File: src/rtl/mem_port_arbiter.sv
// mem_port_arbiter: shares one memory port between instruction fetch and load/store,
// keeping a single transaction in flight and routing the response back to its owner.
module mem_port_arbiter #(
    parameter int ADDR_W = 32,
    parameter int DATA_W = 32,
    parameter int MASK_W = 8,
    parameter int RR_EN  = 0
) (
    input  logic              clk,
    input  logic              rst,
    input  logic              ifu_req_valid,
    output logic              ifu_req_ready,
    input  logic [ADDR_W-1:0] ifu_addr,
    output logic              ifu_resp_valid,
    output logic [DATA_W-1:0] ifu_rdata,
    input  logic              lsu_req_valid,
    output logic              lsu_req_ready,
    input  logic [ADDR_W-1:0] lsu_addr,
    input  logic              lsu_wen,
    input  logic [DATA_W-1:0] lsu_wdata,
    input  logic [MASK_W-1:0] lsu_wmask,
    output logic              lsu_resp_valid,
    output logic [DATA_W-1:0] lsu_rdata,
    output logic              mem_req_valid,
    input  logic              mem_req_ready,
    output logic [ADDR_W-1:0] mem_addr,
    output logic              mem_wen,
    output logic [DATA_W-1:0] mem_wdata,
    output logic [MASK_W-1:0] mem_wmask,
    input  logic              mem_resp_valid,
    input  logic [DATA_W-1:0] mem_rdata
);
    localparam logic [1:0] IDLE = 2'd0, REQ = 2'd1, WAIT = 2'd2;
    localparam logic OWN_IFU = 1'b0, OWN_LSU = 1'b1;

    logic [1:0]        state_q, state_d;
    logic              owner_q, owner_d, last_q, last_d;
    logic [ADDR_W-1:0] addr_q, addr_d;
    logic              wen_q, wen_d;
    logic [DATA_W-1:0] wdata_q, wdata_d;
    logic [MASK_W-1:0] wmask_q, wmask_d;
    logic              ifu_rv_q, ifu_rv_d, lsu_rv_q, lsu_rv_d;
    logic [DATA_W-1:0] ifu_rdata_q, ifu_rdata_d, lsu_rdata_q, lsu_rdata_d;
    logic              idle, lsu_win, ifu_win, done;

    // On a tie the LSU wins unless round-robin is enabled and the LSU was served last.
    assign idle    = state_q == IDLE;
    assign lsu_win = lsu_req_valid && (!ifu_req_valid || RR_EN == 0 || last_q == OWN_IFU);
    assign ifu_win = ifu_req_valid && !lsu_win;
    assign done    = state_q == WAIT && mem_resp_valid;

    assign ifu_req_ready  = idle && ifu_win;
    assign lsu_req_ready  = idle && lsu_win;
    assign mem_req_valid  = state_q == REQ;
    assign mem_addr       = addr_q;
    assign mem_wen        = wen_q;
    assign mem_wdata      = wdata_q;
    assign mem_wmask      = wmask_q;
    assign ifu_resp_valid = ifu_rv_q;
    assign ifu_rdata      = ifu_rdata_q;
    assign lsu_resp_valid = lsu_rv_q;
    assign lsu_rdata      = lsu_rdata_q;

    always_comb begin
        state_d     = state_q;
        owner_d     = owner_q;
        last_d      = last_q;
        addr_d      = addr_q;
        wen_d       = wen_q;
        wdata_d     = wdata_q;
        wmask_d     = wmask_q;
        ifu_rv_d    = done && owner_q == OWN_IFU;
        lsu_rv_d    = done && owner_q == OWN_LSU;
        ifu_rdata_d = ifu_rv_d ? mem_rdata : ifu_rdata_q;
        lsu_rdata_d = lsu_rv_d ? (wen_q ? '0 : mem_rdata) : lsu_rdata_q;
        if (idle && (ifu_win || lsu_win)) begin
            state_d = REQ;
            owner_d = lsu_win;
            last_d  = lsu_win;
            addr_d  = lsu_win ? lsu_addr : ifu_addr;
            wen_d   = lsu_win && lsu_wen;
            wdata_d = lsu_win ? lsu_wdata : '0;
            wmask_d = wen_d ? lsu_wmask : '0;
        end else if (state_q == REQ && mem_req_ready) begin
            state_d = WAIT;
        end else if (done) begin
            state_d = IDLE;
        end
    end

    always_ff @(posedge clk) begin
        if (rst) begin
            state_q     <= IDLE;
            owner_q     <= OWN_IFU;
            last_q      <= OWN_LSU;
            addr_q      <= '0;
            wen_q       <= 1'b0;
            wdata_q     <= '0;
            wmask_q     <= '0;
            ifu_rv_q    <= 1'b0;
            lsu_rv_q    <= 1'b0;
            ifu_rdata_q <= '0;
            lsu_rdata_q <= '0;
        end else begin
            state_q     <= state_d;
            owner_q     <= owner_d;
            last_q      <= last_d;
            addr_q      <= addr_d;
            wen_q       <= wen_d;
            wdata_q     <= wdata_d;
            wmask_q     <= wmask_d;
            ifu_rv_q    <= ifu_rv_d;
            lsu_rv_q    <= lsu_rv_d;
            ifu_rdata_q <= ifu_rdata_d;
            lsu_rdata_q <= lsu_rdata_d;
        end
    end
endmodule
File: config.mk
export PLATFORM = sky130hd
export DESIGN_NAME = mem_port_arbiter
export DESIGN_NICKNAME = d
export VERILOG_FILES = /design/src/rtl/mem_port_arbiter.sv
export SDC_FILE = /design/constraint.sdc
export NUM_CORES = 1
export LEC_CHECK = 0
export ABC_AREA = 1
export BUFFER_PORTS_ARGS = -buffer_cell sky130_fd_sc_hd__buf_2
export CAP_MARGIN = 40
export CELL_PAD_IN_SITES_DETAIL_PLACEMENT = 1
export CELL_PAD_IN_SITES_GLOBAL_PLACEMENT = 2
export CORE_ASPECT_RATIO = 0.5
export CORE_UTILIZATION = 24
export DETAILED_ROUTE_END_ITERATION = 8
export GPL_TIMING_DRIVEN = 0
export PLACE_DENSITY_LB_ADDON = 0.25
export SYNTH_ARGS = -nofsm -noshare
export SYNTH_HDL_FRONTEND = slang
export SYNTH_SLANG_ARGS = --single-unit
File: constraint.sdc
create_clock -name clk -period 1.67 [get_ports clk]
set_clock_uncertainty 0.2 [all_clocks]
set_input_delay 0.167 -clock clk [delete_from_list [all_inputs] [get_ports clk]]
set_output_delay 0.167 -clock clk [all_outputs]
set_load 0.05 [all_outputs]
==> qor.yml <==
synth:
  ys_seq_area_frac: 0.4412
  avgSynthCellArea_um2: 6.437
  yosys.area_share.simple: 0.4155
  synth_compound_area_frac: 0.003883
  syn-cell-area_um2: 6444
  synthAdderAreaFrac: 0
  netlist_instances: 1001
  yosysTopAreaCell: "dfxtp_1"
  syn_nets: 1144
  synth_xor_area_frac: 0
  synth_top_area_share: 0.4412
  ys_warn_count: 0
  synth_top_family_by_area: "simple AND/OR/NAND/NOR gates"
  yosysUniqueCellTypes: 22
  synthTopCellsByArea: "dfxtp_1 (44%), nand2_1 (20%), nand3_1 (11%)"
  synthMuxAreaShare: 0
  synth-seq-cells: 142
sta:
  setup_viol: 1
  fin_ws_ps: -57.08
  drv_slew: 0
  tightest_slew_ps: 875.3
  rsz0062_at_grt: "true"
  fmax_mhz: 579.0
  slew_headroom: 0.4143
  fin_crit_sh: 1.034
  fin_crit_ps: 1727
  hold_viol: 0
grt:
  grt_overflow: 0
  grt_pass1_wl_um: 41700
  grt_antenna_before_repair: 1
  grtUsageTotal: 0.1946
  grt_max_degree: 17
  grt_pass1_vias: 8096
die:
  boundaryPins: 285
  core_area_um2: 25750
  die_h_um: 117.9
  initial_core_util: 0.2502
  die_area_um2: 27550
  rows: 41
  die_x_um: 233.7
setup_path:
  cp_num_buf_inv: 3
  cp_slowest_cell: "dfxtp_4"
  crit_path_max_incr_delay_ps: 360
  crit_top_cell: "buf_6"
  cp.arrival_ps: 1360
  rrSetupSlack_ps: 80
  path_max_fanout: 3
  critPathKind: "register to primary output"
  required_ps: 1300
  critPathCaptureType: "primary output"
  crit_chain: "nor2_4 -> buf_6 -> inv_2 -> nor3_2 -> buf_6"
  startpoint_type: "register"
  cp_top_family: "flip-flops"
finish:
  area_delta_synth_final_pct: 61.55
  fin_util: 0.4042
  nFillCells: 3356
  nets: 1590
  design_area_um2: 10410
  drive_gt1_frac: 0.2623
pwr:
  vdd_drop_max_mv: 0.7686
  finalPower_w: 0.009896
  p_leak_nw: 5.694
  power_density_nw_per_um2: 950.7
run:
  maxCapViolCount: 0
placed_design:
  gp_congestion: 0.7673
  port_buffers: 282
  dp_hpwl_um: 18610
  dpl_cell_area_um2: 8290
  place_ws_ps: -153.9
clocking:
  htreeDepth: 4
  clk_path_buf_depth: 2
  clock_latency_ps: 440
  cts_tree: "yes"
  clock_sinks: 142
  root_buffer: "clkbuf_16"
  cts_made_buffers: 17
  clk_pin_slew_ps: 60
routing:
  drtIter0Drc: 305
  dr.pass1.iters: 7
  routedWlPerCell_um: 14.46
  drcViolationCount: 14
  routed_wl_um: 26110
  via_per_inst: 4.223
  drtAntennaViolNets: 0
  via_count: 7623
run_status:
  status: "complete, but fails checks"
  violations: "design-rule violations, negative setup slack"
hold_path:
  hold_class: "primary input to register"
-- registers in the layout (all words and copies together) (netlist names) --
name,flops
ifu_rdata,32
lsu_rdata,32
mem_addr,32
mem_wdata,32
mem_wmask,8
state_q,2
ifu_resp_valid,1
lsu_resp_valid,1
mem_wen,1
owner_q,1
-- report_power, final --
part | leakage, nW | total, W | switching, W | internal, W
logic | 4.24 | 0.00226 | 0.00147 | 0.000793
registers | 1.16 | 0.00366 | 0.0000916 | 0.00356
clock network | 0.295 | 0.00398 | 0.00158 | 0.00239
total | 5.69 | 0.00990 | 0.00315 | 0.00675
-- metal layers --
| metal | GRT usage | vias to the layer above | wire (µm) |
|---|---|---|---|
| met2 | 0.3478 | 140 | 13180 |
| li1 | - | 3883 | - |
| met4 | 0.06981 | 0 | 662 |
| met5 | 0 | - | 0 |
| met3 | 0.04264 | 41 | 882 |
| met1 | 0.2264 | 3559 | 11390 |
-- synthesized netlist by cell type (all sizes together) --
cell	number
buf	48
a21oi	3
nand4	1
nor2	165
nor3	2
nand3	145
inv	140
o21ai	2
clkbuf	15
nand2	338
dfxtp	142
-- worst reg2reg max path, stage by stage, from the launching register on --
cell,delay [ps]
dfxtp_4,360
nor2_4,120
nand2_1,120
dlygate4sd3_1,580
a21oi_1,140
-- final cells by class --
cell class / count / area [µm²] / share of cell area
Clock buffer: 23 / 498.0 / 0.04784
Buffer: 62 / 387.9 / 0.03726
Timing Repair Buffer: 428 / 2884 / 0.2770
Antenna cell: 1 / 2.502 / 0.0002404
Clock inverter: 9 / 107.6 / 0.01034
Multi-Input combinational cell: 656 / 2721 / 0.2614
Tap cell: 344 / 430.4 / 0.04135
Sequential cell: 142 / 2850 / 0.2738
Inverter: 140 / 528.0 / 0.05072
-- cells by family after synthesis --
family                 Yosys count
AND/OR/NAND/NOR                651
buffers and inverters          203
flip-flops                     142
AO/OA/AOI/OAI                    5
-- per-stage QoR --
stage	setup TNS [ps]	std cells	hold slack, ps
after global routing	-200.1	1805	88.23
final	-57.08	1805	79.99
after detailed placement	-428.5	1627	191.1
after floorplan	0	1001	98.29
after CTS	-93.85	1803	49.40
after global placement	-421.0	1627	183.9
-- cell usage in the layout, fill, tap and decap left out --
master | synthesis | routed
bufinv_16 | 0 | 2
nand4_4 | 0 | 1
buf_6 | 10 | 16
buf_1 | 5 | 4
nand3_1 | 144 | 144
buf_8 | 0 | 1
nor2_1 | 162 | 162
nor2_8 | 1 | 1
nand2_1 | 336 | 336
clkbuf_2 | 0 | 7
buf_4 | 8 | 9
inv_2 | 3 | 4
dlygate4sd3_1 | 0 | 140
clkbuf_16 | 0 | 17
nand2_2 | 1 | 1
o21ai_0 | 1 | 1
dfxtp_4 | 0 | 2
nand2_4 | 1 | 1
nor2_4 | 1 | 2
a21oi_1 | 3 | 3
clkinv_4 | 0 | 2
buf_2 | 25 | 303
nand3_2 | 1 | 1
nor3_1 | 2 | 1
o21ai_1 | 1 | 1
clkinvlp_4 | 0 | 2
nor3_2 | 0 | 1
diode_2 | 0 | 1
inv_4 | 0 | 1
clkbuf_8 | 0 | 5
clkbuf_4 | 0 | 1
clkbuf_1 | 15 | 10
dfxtp_1 | 142 | 140
clkinv_2 | 0 | 3
inv_1 | 137 | 135
-- repair_timing --
item,in CTS,in global routing
setup buffers,5,1
endpoints found under the hold margin,141,0
setup endpoints to repair,18,59
gates resized for setup,16,17
pin swaps,1,0
hold buffers,140,0
-- worst paths after layout --
kind,from,to,depth (start not counted)
hold / removal,lsu_wen,mem_wmask[2],5
setup / recovery,state_q[1],ifu_req_ready,5
setup reg to reg,state_q[1],owner_q,4
hold reg to reg,mem_wdata[22],mem_wdata[22],2
Note: power is estimated with default switching activity, not from simulation.
